===== src/rtl/decode_stage.sv =====
// nRISC decode/issue stage: one-entry issue buffer plus an 8-entry write scoreboard.
// Optional DECODE_STALL_COUNTER_EN adds a saturating stall_count output.
module decode_stage #(
    parameter int NREGS = 8
) (
    input  logic       clock,
    input  logic       reset,
    input  logic       instr_valid,
    input  logic [8:0] instr,
    output logic       instr_ready,
    output logic       ex_valid,
    input  logic       ex_ready,
    output logic [2:0] ex_opcode,
    output logic [2:0] reg_read_addr_1,
    output logic [2:0] reg_read_addr_2,
    output logic [2:0] ex_dest,
    output logic       ex_write_enable,
    output logic [2:0] ex_imm,
    input  logic       wb_valid,
    input  logic [2:0] wb_dest
`ifdef DECODE_STALL_COUNTER_EN
    ,
    output logic [15:0] stall_count
`endif
);

    logic [2:0]       opcode;
    logic [2:0]       ra;
    logic [2:0]       rb;
    logic             reads_ra;
    logic             reads_rb;
    logic             writes;
    logic             hazard;
    logic             issue;
    logic [NREGS-1:0] sb;
    logic [NREGS-1:0] sb_eff;
    logic [NREGS-1:0] wb_clear;
    logic [NREGS-1:0] sb_set;

    assign opcode = instr[8:6];
    assign ra     = instr[5:3];
    assign rb     = instr[2:0];

    // LI reads nothing, LW reads only rb; r0 writes are dropped so they never mark the scoreboard
    assign reads_ra = (opcode[2:1] != 2'b10);
    assign reads_rb = (opcode != 3'd4);
    assign writes   = (opcode <= 3'd5) && (ra != 3'd0);

    always_comb begin
        wb_clear = '0;
        if (wb_valid) begin
            wb_clear[wb_dest] = 1'b1;
        end
    end

    always_comb begin
        sb_set = '0;
        if (issue && writes) begin
            sb_set[ra] = 1'b1;
        end
    end

    // A same-cycle writeback already frees its register for the hazard check
    assign sb_eff = sb & ~wb_clear;

    assign hazard = (reads_ra && sb_eff[ra]) ||
                    (reads_rb && sb_eff[rb]) ||
                    (writes && sb_eff[ra]);

    assign instr_ready = reset && !hazard && (!ex_valid || ex_ready);
    assign issue       = instr_valid && instr_ready;

    // Set wins over a same-register clear; bit 0 is forced low for the hard-zero register
    always_ff @(posedge clock) begin
        if (!reset) begin
            sb <= '0;
        end else begin
            sb <= (sb_eff | sb_set) & {{(NREGS-1){1'b1}}, 1'b0};
        end
    end

    always_ff @(posedge clock) begin
        if (!reset) begin
            ex_valid        <= 1'b0;
            ex_opcode       <= 3'd0;
            reg_read_addr_1 <= 3'd0;
            reg_read_addr_2 <= 3'd0;
            ex_dest         <= 3'd0;
            ex_write_enable <= 1'b0;
            ex_imm          <= 3'd0;
        end else if (issue) begin
            ex_valid        <= 1'b1;
            ex_opcode       <= opcode;
            reg_read_addr_1 <= ra;
            reg_read_addr_2 <= rb;
            ex_dest         <= ra;
            ex_write_enable <= writes;
            ex_imm          <= rb;
        end else if (ex_ready) begin
            ex_valid <= 1'b0;
        end
    end

`ifdef DECODE_STALL_COUNTER_EN
    always_ff @(posedge clock) begin
        if (!reset) begin
            stall_count <= 16'd0;
        end else if (instr_valid && !instr_ready && (stall_count != 16'hFFFF)) begin
            stall_count <= stall_count + 16'd1;
        end
    end
`endif

endmodule

===== config.mk =====
export PLATFORM = sky130hd
export DESIGN_NAME = decode_stage
export DESIGN_NICKNAME = d
export VERILOG_FILES = /design/src/rtl/decode_stage.sv
export SDC_FILE = /design/constraint.sdc
export NUM_CORES = 1
export LEC_CHECK = 0
export CAP_MARGIN = 20
export CELL_PAD_IN_SITES_DETAIL_PLACEMENT = 1
export CELL_PAD_IN_SITES_GLOBAL_PLACEMENT = 2
export CORE_MARGIN = 5
export CORE_UTILIZATION = 27
export DETAILED_ROUTE_END_ITERATION = 7
export PLACE_DENSITY_LB_ADDON = 0.1
export SLEW_MARGIN = 0
export SYNTH_ARGS = -nofsm -noshare
export SYNTH_HDL_FRONTEND = slang
export SYNTH_SLANG_ARGS = --single-unit

===== constraint.sdc =====
create_clock -name clock -period 3 [get_ports clock]
set_input_delay 0.6 -clock clock [delete_from_list [all_inputs] [get_ports clock]]
set_output_delay 0.6 -clock clock [all_outputs]
set_load 0.01 [all_outputs]

# After elaboration in Yosys (flattened, before gate mapping)
# Index checks and enable logic that the tools add are counted.
# op_classes
addsub	0
n_mul	0
div_mod_pow	0
order_cmp	6
n_eq_ne	2
n_shift	0
n_mux	12
n_bitwise	3
n_reduce_logical	17
# ops
operator	n
$mux 8	2
$lt 3x4->1 const B	3
$logic_and 1x1->1	10
$and 8x8->8	1
$not 8->8	1
$or 8x8->8	1
$bmux 1 s3	2
$demux 1 s3	2
$ge 3x1->1 const B	2
$mux 1	6
$le 3x3->1 const B	1
$logic_or 1x1->1	3
$ne 3x3->1 const B	1
$reduce_bool 3->1	1
$logic_not 1->1	2
$ne 2x2->1 const B	1
$reduce_bool 2->1	1
# word_totals
ff_bits	19
latch_bits	0
mem_bits_rw	0
mem_bits_ro	0
inputBits	17
output_inout_bits	18
mem_count	0

# Logic depth before layout (Yosys ltp)
# logic_depth
ltp_word	19
ltp_mapped	8

# Worst setup path before layout
# OpenSTA, ideal clock, no wires.
# synth_timing
path_type	input -> output
start	input instr[3]
end	output instr_ready
t_arrival_ns	1.799
required_ns	2.400
path_slack_ns	0.601
stages	7
n_path_buf	2
cell_sequence	buf_2 > and2_1 > a221oi_1 > o21ai_0 > a41oi_2 > and2_1 > buf_4
# synth_between
elab_chain_len	8
word_cells_on_any_way	11
cone_classes	mux (2); reduce/logical (9)
# synth_lines
element	line_no	rtl
start: declaration	9	input logic [8:0] instr,
$bmux 1 s3	66, 68	
$mux 1 (not written as such)	66, 68	
$logic_and 1x1->1	66	assign hazard = (reads_ra && sb_eff[ra]) ||
$logic_or 1x1->1	66	
$logic_or 1x1->1 *	67	(reads_rb && sb_eff[rb]) ||
$logic_not 1->1 *	70	assign instr_ready = reset && !hazard && (!ex_valid || ex_ready);
$logic_and 1x1->1 * (2 in a row)	70	
end: declaration	10	output logic instr_ready,
# Every way passes the cells marked *; elsewhere a longest branch is shown, timed or not. The select of a mux whose other input is x is not followed.

# Worst setup path in the final report
# layout_timing
start	input instr[1]
end	output instr_ready
# layout_between
elab_chain_len	8
# layout_lines
element	line_no
$bmux 1 s3	67
$mux 1 (not written as such)	67
$logic_and 1x1->1	67
$logic_or 1x1->1	66
$logic_or 1x1->1	67
$logic_not 1->1	70
$logic_and 1x1->1 (2 in a row)	70
# No other way between the ends. The select of a mux whose other input is x is not followed.

==> flow_summary.yaml <==
run_status:
  outcome: "finished, final reports clean"
placement:
  port_buffers: 34
  preCtsSetupSlack_ns: -0.4396
  place.gp.congestion: 0.8138
  dp_hpwl_um: 2546
  placed_area_mm2: 0.001483
clocking:
  path_clk_slew_ns: 0.07
  cts_tree: "done"
  cts_setup_buffers: 0
  h-tree-depth: 1
  worstSkewPairLatency_ns: 0.25
  cts_made_buffers: 3
  cts-root-buf: "clkbuf_8"
  cts_hold_buffers: 0
  clock_sink_count: 18
  cts_buffer_depth: 2
drt:
  drc: 0
  drt-initial-drc-count: 58
  routedWlPerCell_um: 15.18
  vias: 1043
  drt-total-wl_um: 3219
  first_pass_iters: 4
  top_layer: "met4"
  vias_per_cell: 4.920
  route.met3.wl_um: 140
  ant_nets: 0
  wl_met2_um: 1586
  wl_met1_um: 1440
timing:
  maxSlewViolCount: 0
  tightest_slew_ns: 0.4539
  min_period_over_period: 0.9561
  relSlewSlack: 0.6954
  fin_crit_ns: 2.868
  fin_ws_ns: 0.1317
  rsz0062_at_grt: "no"
  setup_tns_ns: 0
  skew_ns: 0.004439
  setup_viol: 0
  hold_violations: 0
  max_freq_mhz: 348.6
synth:
  yosys_warnings: 0
  synthesis.nets: 138
  synth_top_flop_cell: "dfxtp_1"
  synth_seq_cells: 18
  ys_seq_area_frac: 0.3482
  synth-edff-count: 0
  syn_inst: 121
  synth_area_mm2: 0.001035
  synth_cell_types: 38
  async_flop_share: 0
  syn_avg_cell_area_um2: 8.552
global_route:
  globalRouteOverflowTotal: 0
  grt_pass1_wl_um: 5409
  grt_pass1_vias: 1125
  grt_max_degree: 20
  antenna_found_initial: 0
  track_usage: 0.1317
finish:
  fill_cells: 460
  areaGrowthSynthToFinish_pct: 48.85
  fin_util: 0.4176
  drive_gt1_frac: 0.1524
  multi_input_area_um2: 553.0
  stdcell_area_mm2: 0.001540
  seqCellArea_um2: 360.3
  fin_nets: 182
  antenna_cells: 0
critical_path:
  start_kind: "input pin"
  end_kind: "output pin"
  crit_required_ns: 2.40
  crit_path_max_fanout: 6
  worstPathArrival_ns: 2.27
  crit_type: "in2out"
power_and_ir_drop:
  power_per_cell_area_mw_per_mm2: 393.6
  peakVddDrop_uv: 136.7
  total_power_uw: 606.2
  p_leak_uw: 0.0007126
die:
  pin_count: 35
  start_util: 0.2805
  die_x_um: 71.91
  std_cell_rows: 22
  die_h_um: 71.91
  core_area_mm2: 0.003689
  die_area_mm2: 0.005170
run:
  maxCapViolations: 0
min_path:
  min_path_type: "reg2reg"
power breakdown:
| group | switching (uW) | total (uW) | internal [uW] |
|---|---|---|---|
| Sequential | 7.14 | 258 | 251 |
| Clock | 86.2 | 203 | 117 |
| Combinational | 66.0 | 145 | 79.3 |
| Total | 159 | 606 | 447 |
metal layers:
metal | track usage | up-vias
li1 | - | 510
met5 | 0 | -
met3 | 0.02078 | 4
met4 | 0.04593 | 0
met1 | 0.1654 | 498
met2 | 0.2276 | 31
cell families (layout without fill, tap and decap cells):
group,count (synthesis),after routing,share of synthesized area
buffers and inverters,24,67,0.1209
and+or+nand+nor,48,48,0.2563
muxes,10,10,0.09674
AOI/OAI and AO/OA,21,21,0.1778
DFF,18,18,0.3483
final timing paths:
| path | startpoint | end | slack, ns | cells past startpoint |
|---|---|---|---|---|
| worst max register to register | sb[7] | ex_opcode[2] | 1.27 | 8 |
| worst min-delay path | ex_opcode[2] | ex_opcode[2] | 0.46 | 2 |
| worst max-delay path | instr[1] | instr_ready | 0.13 | 7 |
| worst min register to register | ex_opcode[2] | ex_opcode[2] | 0.46 | 2 |
through the flow:
stage | hold slack, ns | instances
detailed placement | 0.4608 | 208
floorplan | 0.4427 | 121
global route | 0.4929 | 212
CTS | 0.4727 | 212
finish | 0.4647 | 212
global placement | 0.4505 | 208
cells in the final DEF, fill, tap and decap left out, types with 5 or more instances in the layout:
| master | count |
|---|---|
| dfxtp_1 | 18 |
| buf_4 | 17 |
| mux2i_1 | 10 |
| clkdlybuf4s50_1 | 27 |
| inv_1 | 12 |
| nand2_1 | 15 |
| dlygate4sd2_1 | 5 |
| nand2b_1 | 5 |
| nand3_1 | 5 |
repair_timing:
| item | CTS | global route |
|---|---|---|
| setup endpoints to repair | 1 | 1 |
| gates resized for setup | 6 | 4 |
| pin swaps | 0 | 0 |
flip-flops by register name, summed over array words and instances (netlist names):
name	count
ex_imm	3
ex_opcode	3
ex_valid	1
ex_write_enable	1
reg_read_addr_1	3
sb	7
worst max-delay path, stage by stage:
cell	delay (ns)
clkdlybuf4s50_1	0.51
and2_1	0.19
o2bb2ai_1	0.12
a221o_1	0.31
o211ai_2	0.10
and2_1	0.17
dlygate4sd2_1	0.27
cells in the mapped netlist (2+ instances only):
cell type,n,share of area
a32o_1,4,0.039
nand3_1,5,0.024
o21ai_0,2,0.0097
nand2_1,15,0.054
nand4_1,2,0.012
dfxtp_1,18,0.35
nor2b_1,2,0.012
nand2b_1,5,0.030
nor3_1,2,0.0097
and4bb_1,2,0.024
inv_1,12,0.044
nor2_1,4,0.015
mux2i_1,10,0.097
nand4b_1,2,0.017
clkbuf_1,3,0.011
buf_4,7,0.051
nor4_1,3,0.018
and2_1,3,0.018
layout make-up:
class                      instances  area share
timing repair buffer              51      0.3030
inverter                          12     0.02924
tap                               48     0.03899
sequential                        18      0.2340
multi-input combinational         79      0.3591
clock buffer                       4     0.03574
Note: power is estimated with default switching activity, not from simulation.
